--- src/rtl/spi_adc_capture.sv ---
// Periodic SPI ADC reader: captures one DATA_WIDTH-bit conversion per trigger and offers it as a
// 32-bit AXI-Stream word through a single-entry output register with sticky drop detection.
module spi_adc_capture #(
  parameter int DATA_WIDTH  = 24,
  parameter int SCK_DIV     = 2,
  parameter int SIGN_EXTEND = 0
) (
  input  logic        aclk,
  input  logic        aresetn,
  input  logic        enable,
  input  logic [31:0] sample_period,
  output logic        spi_cs_n,
  output logic        spi_sck,
  input  logic        spi_sdo,
  output logic [31:0] m_axis_tdata,
  output logic        m_axis_tvalid,
  input  logic        m_axis_tready,
  output logic        overflow,
  output logic [31:0] sample_count
);

  typedef enum logic [1:0] {
    ST_IDLE  = 2'd0,
    ST_SETUP = 2'd1,
    ST_SHIFT = 2'd2,
    ST_DONE  = 2'd3
  } state_t;

  localparam logic [15:0] DIV_LAST = 16'(SCK_DIV - 1);
  localparam logic [5:0]  BIT_LAST = 6'(DATA_WIDTH - 1);

  // Keeps the low DATA_WIDTH bits of the shift register and fills the rest per SIGN_EXTEND.
  function automatic logic [31:0] extend_sample(input logic [31:0] raw);
    logic [31:0] res;
    for (int i = 0; i < 32; i++) begin
      if (i < DATA_WIDTH) begin
        res[i] = raw[i];
      end else if (SIGN_EXTEND != 0) begin
        res[i] = raw[DATA_WIDTH-1];
      end else begin
        res[i] = 1'b0;
      end
    end
    return res;
  endfunction

  state_t      state_q, state_d;
  logic        cs_n_q, cs_n_d;
  logic        sck_q, sck_d;
  logic [15:0] div_q, div_d;
  logic [5:0]  bit_q, bit_d;
  logic [31:0] shreg_q, shreg_d;
  logic [31:0] cnt_q, cnt_d;
  logic        pending_q, pending_d;
  logic [31:0] tdata_q, tdata_d;
  logic        tvalid_q, tvalid_d;
  logic        ovf_q, ovf_d;
  logic [31:0] count_q, count_d;

  logic [31:0] period_s;
  logic        trigger_s;
  logic        start_s;
  logic        done_s;

  // Period counter, trigger generation and the single pending-trigger slot.
  always_comb begin
    period_s  = (sample_period == 32'd0) ? 32'd1 : sample_period;
    trigger_s = enable && (cnt_q == 32'd0);
    start_s   = (state_q == ST_IDLE) && enable && (trigger_s || pending_q);
    if (!enable) begin
      cnt_d = 32'd0;
    end else if (cnt_q >= period_s - 32'd1) begin
      cnt_d = 32'd0;
    end else begin
      cnt_d = cnt_q + 32'd1;
    end
    if (!enable || start_s) begin
      pending_d = 1'b0;
    end else if (trigger_s && (state_q != ST_IDLE)) begin
      pending_d = 1'b1;
    end else begin
      pending_d = pending_q;
    end
  end

  // Frame sequencer; cs_n/sck are produced as next-state values so the pins come straight from flops.
  always_comb begin
    state_d = state_q;
    cs_n_d  = cs_n_q;
    sck_d   = sck_q;
    div_d   = div_q;
    bit_d   = bit_q;
    shreg_d = shreg_q;
    done_s  = 1'b0;
    case (state_q)
      ST_IDLE: begin
        cs_n_d = 1'b1;
        sck_d  = 1'b0;
        if (start_s) begin
          state_d = ST_SETUP;
          cs_n_d  = 1'b0;
          div_d   = 16'd0;
        end else begin
          state_d = ST_IDLE;
        end
      end
      ST_SETUP: begin
        if (div_q == DIV_LAST) begin
          state_d = ST_SHIFT;
          div_d   = 16'd0;
          bit_d   = 6'd0;
        end else begin
          div_d = div_q + 16'd1;
        end
      end
      ST_SHIFT: begin
        if (div_q != DIV_LAST) begin
          div_d = div_q + 16'd1;
        end else if (!sck_q) begin
          // Sample on the edge that raises sck: the ADC changed sdo half a bit earlier.
          div_d   = 16'd0;
          sck_d   = 1'b1;
          shreg_d = {shreg_q[30:0], spi_sdo};
        end else begin
          div_d = 16'd0;
          sck_d = 1'b0;
          if (bit_q == BIT_LAST) begin
            state_d = ST_DONE;
            cs_n_d  = 1'b1;
          end else begin
            bit_d = bit_q + 6'd1;
          end
        end
      end
      ST_DONE: begin
        state_d = ST_IDLE;
        cs_n_d  = 1'b1;
        sck_d   = 1'b0;
        done_s  = 1'b1;
      end
      default: begin
        state_d = ST_IDLE;
        cs_n_d  = 1'b1;
        sck_d   = 1'b0;
      end
    endcase
  end

  // Output register, drop detection and accepted-word counter.
  always_comb begin
    tdata_d  = tdata_q;
    tvalid_d = tvalid_q;
    ovf_d    = ovf_q;
    count_d  = count_q;
    if (tvalid_q && m_axis_tready) begin
      tvalid_d = 1'b0;
      count_d  = count_q + 32'd1;
    end else begin
      tvalid_d = tvalid_q;
    end
    if (done_s) begin
      if (!tvalid_q || m_axis_tready) begin
        tdata_d  = extend_sample(shreg_q);
        tvalid_d = 1'b1;
      end else begin
        ovf_d = 1'b1;
      end
    end else begin
      ovf_d = ovf_q;
    end
    if (!enable) begin
      ovf_d   = 1'b0;
      count_d = 32'd0;
    end else begin
      count_d = count_d;
    end
  end

  // State and output registers.
  always_ff @(posedge aclk or negedge aresetn) begin
    if (!aresetn) begin
      state_q   <= ST_IDLE;
      cs_n_q    <= 1'b1;
      sck_q     <= 1'b0;
      div_q     <= 16'd0;
      bit_q     <= 6'd0;
      shreg_q   <= 32'd0;
      cnt_q     <= 32'd0;
      pending_q <= 1'b0;
      tdata_q   <= 32'd0;
      tvalid_q  <= 1'b0;
      ovf_q     <= 1'b0;
      count_q   <= 32'd0;
    end else begin
      state_q   <= state_d;
      cs_n_q    <= cs_n_d;
      sck_q     <= sck_d;
      div_q     <= div_d;
      bit_q     <= bit_d;
      shreg_q   <= shreg_d;
      cnt_q     <= cnt_d;
      pending_q <= pending_d;
      tdata_q   <= tdata_d;
      tvalid_q  <= tvalid_d;
      ovf_q     <= ovf_d;
      count_q   <= count_d;
    end
  end

  assign spi_cs_n      = cs_n_q;
  assign spi_sck       = sck_q;
  assign m_axis_tdata  = tdata_q;
  assign m_axis_tvalid = tvalid_q;
  assign overflow      = ovf_q;
  assign sample_count  = count_q;

endmodule

--- config.mk ---
export PLATFORM = sky130hd
export DESIGN_NAME = spi_adc_capture
export DESIGN_NICKNAME = d
export VERILOG_FILES = /design/src/rtl/spi_adc_capture.sv
export SDC_FILE = /design/constraint.sdc
export NUM_CORES = 1
export LEC_CHECK = 0
export CAP_MARGIN = 20
export CORE_UTILIZATION = 50
export CTS_CLUSTER_DIAMETER = 120
export DETAILED_ROUTE_END_ITERATION = 6
export MAX_ROUTING_LAYER = met4
export PLACE_DENSITY = 0.75
export SLEW_MARGIN = 15
export SYNTH_ARGS = -nofsm -noshare
export SYNTH_HDL_FRONTEND = slang
export SYNTH_SLANG_ARGS = --single-unit
--- constraint.sdc ---
create_clock -name aclk -period 2.9 [get_ports aclk]
set_input_delay 0.435 -clock aclk [delete_from_list [all_inputs] [get_ports aclk]]
set_output_delay 0.435 -clock aclk [all_outputs]
set_load 0.005 [all_outputs]
* Yosys cells after proc, flatten, opt, wreduce, memory -nomap -nowiden
Index checks and enable logic that the tools add are counted.
Word-level totals: register bits 141, bits of input ports 37, output and inout port bits 68
Operators by class: add/subtract/negate cells 5, order comparisons 1, equal/unequal tests 15, multiplexer cells 37, bitwise gates (word level) 2, reductions and logical operators 28
Operators by type and width (number):
- $mux W32 | 5
- $add A32 B1 Y32 const B | 2
- $logic_not A32 Y1 | 2
- $mux W16 | 3
- $pmux W16 S3 | 1
- $ge A32 B32 Y1 | 1
- $sub A32 B1 Y32 const B | 1
- $mux W6 | 4
- $add A16 B1 Y16 const B | 1
- $eq A16 B1 Y1 const B | 1
- $mux W1 | 16
- $ne A16 B1 Y1 const B | 1
- $ne A2 B2 Y1 const B | 7
- $pmux W6 S2 | 1
- $mux W2 | 4
- $pmux W2 S4 | 1
- $reduce_and A2 Y1 | 4
- $reduce_and A4 Y1 | 2
- $reduce_bool A2 Y1 | 4
- $add A6 B1 Y6 const B | 1
- $eq A6 B5 Y1 const B | 1
- $reduce_bool A3 Y1 | 2
- $logic_and A1 B1 Y1 | 5
- $reduce_and A5 Y1 | 1
- other kinds (11) | 17

* Longest topological paths before layout
depth in word-level cells 6, gate-level depth with buffers 20, depth with buffers taken out 18

* Worst setup path after synthesis
Ideal clock, no wire load.
path kind input port to flip-flop, from input port sample_period[25], to register cnt_q[23], library setup time 0.132 ns, data arrival time 4.259 ns, required time 2.768 ns, slack -1.490 ns, stages 18, path through or4_1 or3_1 or4_4 nor3_1 a21oi_1 ha_1 nand3b_1 nor3_1 nand2_1 xor2_1 ha_1 nand4_1 nor4_1 a22oi_1 o2111ai_1 a31o_2 clkbuf_1 nor2_1
On the way: cells in the longest elaborated chain, start to end 6
RTL lines:
- start, declared | RTL line 11 | input logic [31:0] sample_period,
- $logic_not A32 Y1 | RTL line 67 | period_s = (sample_period == 32'd0) ? 32'd1 : sample_period;
- $mux W32 (*) | RTL line 67
- $sub A32 B1 Y32 (*) | RTL line 72 | end else if (cnt_q >= period_s - 32'd1) begin
- $ge A32 B32 Y1 (*) | RTL line 72
- $mux W32 (*) | RTL line 72
- $mux W32 (*) | RTL line 70 | if (!enable) begin
- net cnt_d[23] | RTL line 53 | logic [31:0] cnt_q, cnt_d;
- end signal, assigned | RTL line 201 | cnt_q <= cnt_d;
- end, declared | RTL line 53
The timed path passes the listed nets; every way through them passes the cells marked *. A chain may end at the register's enable or synchronous reset.

* Worst setup path in the final report
from input port sample_period[23], to register cnt_q[17]
Same word-level chain as after synthesis.

==> metrics.md <==
| Metric | Value |
|---|---|
| Clk slew on worst S/H paths | `0.06 ns` |
| Utilization after layout | `69.0%` |
| Share of layout cells above drive strength 1 | `23.5%` |
| Max-cap viol count | `0` |
| Vias | `6,427` |
| Number of synthesized flops with an enable pin | `0` |
| Tcrit/Tclk final | `139%` |
| NumNets Final | `1,048` |
| DP Wirelength | `12.2 mm` |
| Total GRT Usage | `24.3%` |
| Gr ovfl total | `0` |
| Drt total wl | `18.0 mm` |
| CTS Sinks | `141` |
| Worst slew pin tran | `0.598 ns` |
| Initial Util | `51.3%` |
| Sequential-to-total area share from yosys stat | `45.3%` |
| Gpl congestion | `0.848` |
| RSZ-0062 raised after global routing | `true` |
| Max frequency | `0.247 GHz` |
| Mapped Avg Cell Area | `9.93 um2` |
| Post-route DRC | `0` |
| Status | `finished with violations` |
| Top FF cell, synth | `dfrtp_1` |
| I/O pin cnt | `105` |
| Port bufs | `96` |
| Fillers | `1,140` |
| Unique masters post-synth | `52` |
| Tot Pwr | `4.46 mW` |
| Routed length per instance | `15.4 um` |
| Largest net degree at the start of global routing | `62` |
| Setup-failing EPs final | `32` |
| Largest stage delay on the critical path | `0.50 ns` |
| Area grow syn2layout | `34.6%` |
| Max-slew violation count | `0` |
| Leak | `4.59 nW` |
| Cell Rows | `45` |
| Deepest clock path buffer count | `2` |
| Worst-path cell chain | `dlygate4sd2_1 > or3_4 > or2_4 > or4_4 > nor3_4 > a21oi_2 > ha_2 > nand3b_1 > buf_6 > nor3_1 > nand2_1 > xor2_1 > ha_1 > nand4_1 > nor2_1 > a22oi_2 > o2111ai_1 > a31o_2 > buf_6 > clkbuf_16 > nor2b_1` |
| Worst Setup Start Kind | `input pin` |
| Slew HR | `59.7%` |
| Crit Path Class | `in2reg` |
| Final number of hold-violating endpoints | `0` |
| Worst-skew pair later-pin latency | `0.42 ns` |
| Min-delay src | `m_axis_tdata[17]$_DFFE_PN0P_` |
| Die width | `127 um` |
| Clock Root Buffer | `clkbuf_16` |
| Final Skew | `0.00977 ns` |
| Most common cell in the netlist | `dfrtp_1` |
| Yosys top cell by area | `dfrtp_1` |
| #FFs+latches synth | `141` |
| Die Ht | `127 um` |
| Worst hold path class | `reg2reg` |
| Mapped Cells | `785` |
| WHS | `0.503 ns` |
| DIE AREA | `16,100 um2` |
| Async S/R FF share, synth | `100%` |
| Worst path slowest cell | `or4_4` |
| Top area cells in the synthesized netlist | `dfrtp_1 (45%), mux2_2 (7.1%), ha_1 (7.1%)` |
| Antenna Nets Post-Route | `0` |
| Setup ws final | `-1.14 ns` |
| Cts bufs inserted | `17` |
| CP arrival | `4.39 ns` |
| Warnings from Yosys | `0` |
| # diodes | `0` |
| First-pass GRT wire length | `30.3 mm` |
| Failing checks | `negative setup slack` |
| CTS tree | `built` |
| H-tree depth | `4` |
| CP Data Required Time | `3.25 ns` |
| Worst Path Max Fanout | `8` |
| Initial antenna violation count | `0` |
| CP most frequent cell | `buf_6` |
| Core ar. | `15,200 um2` |
| CP startpoint | `sample_period[23]` |
| Setup TNS | `-35.50 ns` |
| Worst setup EP type | `register` |
| Minimum clock period | `4.04 ns` |
| Via/cell ratio | `5.50` |
| Vias in the first global route | `6,321` |
| Power Density | `425 nW/um2` |
| Worst IR drop on VDD | `0.000372 V` |
| Post-synth top cells | `dfrtp_1 (140), nor2_1 (102), nand2_1 (57)` |
| TritonRoute pass-1 iters | `7` |
| Share of the synthesized area in the top cell type | `44.9%` |
| Initial drt markers | `410` |
| FF-to-FF Start | `cnt_q[0]$_DFF_PN0_` |
| Mapped Area | `7800 um2` |
## registers in the layout (all words and copies together) (netlist names)
| register | cells |
|---|---|
| shreg_q | 24 |
| state_q | 2 |
| m_axis_tdata | 24 |
| bit_q | 6 |
| overflow | 1 |
| spi_sck | 1 |
| pending_q | 1 |
| div_q | 16 |
| m_axis_tvalid | 1 |
| sample_count | 32 |
| spi_cs_n | 1 |
| cnt_q | 32 |
## critical path, delay by kind of cell
kind,cells,cell delay [ns]
buffers and inverters,4,0.69
XOR/XNOR,1,0.15
AO/OA/AOI/OAI,4,0.61
adder cells (fa/ha/maj),2,0.43
AND/OR/NAND/NOR,10,2.06
## final timing paths
kind                                           endpoint  slack (ns)  cells past startpoint
setup reg to reg                  div_q[11]$_DFFE_PN0P_        0.33                     10
hold reg to reg            m_axis_tdata[17]$_DFFE_PN0P_        0.50                      1
max in group asynchronous   sample_count[7]$_DFFE_PN0P_        1.53                      3
hold / removal             m_axis_tdata[17]$_DFFE_PN0P_        0.50                      1
min in group asynchronous  m_axis_tdata[15]$_DFFE_PN0P_        0.56                      2
setup / recovery                    cnt_q[17]$_DFF_PN0_       -1.14                     21
## area by class of cell
class                      instances  area [um2]  share of cell area (%)
timing repair buffer             182        1690                    16.1
multi-input combinational        607        4380                    41.7
inverter                          18        67.6                   0.644
tap                              188         235                    2.24
sequential                       141        3530                    33.6
clock inverter                    13         140                    1.34
clock buffer                      19         453                    4.32
## layer usage
layer	global-route usage, %	up-vias	wire, um
met5	-	-	0
met1	31.8	3129	8510
met2	38.4	141	8460
met4	6.72	0	249
met3	4.85	29	745
li1	-	3128	-
## per-stage QoR
stage,instances,setup WS [ns],cell area [um2]
4_1_cts,1165,-1.07,10400
3_3_place_gp,1122,-1.71,9490
5_1_grt,1168,-1.34,10500
2_1_floorplan,792,-1.19,7890
6_report,1168,-1.14,10500
3_5_place_dp,1122,-1.82,9490
## timing repair
action | CTS | global route
pin swaps | 23 | 9
endpoints found under the hold margin | 11 | 0
resized for setup | 67 | 29
hold buffers | 1 | 0
setup endpoints to repair | 32 | 32
setup buffers | 8 | 2
gates cloned | 2 | 1
## cells by family (layout without fill, tap and decap cells)
family          after synthesis  in the layout  share of synthesized area (%)
xor+xnor                     90             90                           10.1
fa+ha+maj                    44             44                           7.06
mux                          51             51                           7.33
buf+inv                      44            232                           2.50
flops                       141            141                           45.3
other cells                   1              8                         0.0481
compound gates               83             83                           6.39
simple gates                331            331                           21.3
## placed cells by master (no fill, tap or decap), drive strengths merged, types with 25 or more instances in the layout
cell type,synthesis,final
dfrtp,140,140
nor2,102,102
buf,9,88
clkdlybuf4s50,0,84
nand2,57,57
xor2,49,49
mux2,49,49
ha,44,44
xnor2,41,41
nand3,34,34
o21ai,32,32
nand4,26,26
a21oi,26,26
nor3,25,25
## power by group
part	switching [mW]	internal (mW)	total [mW]
clock	0.851	1.31	2.16
sequential	0.00871	1.97	1.98
combinational	0.165	0.150	0.314
Note: power is estimated with default switching activity, not from simulation.
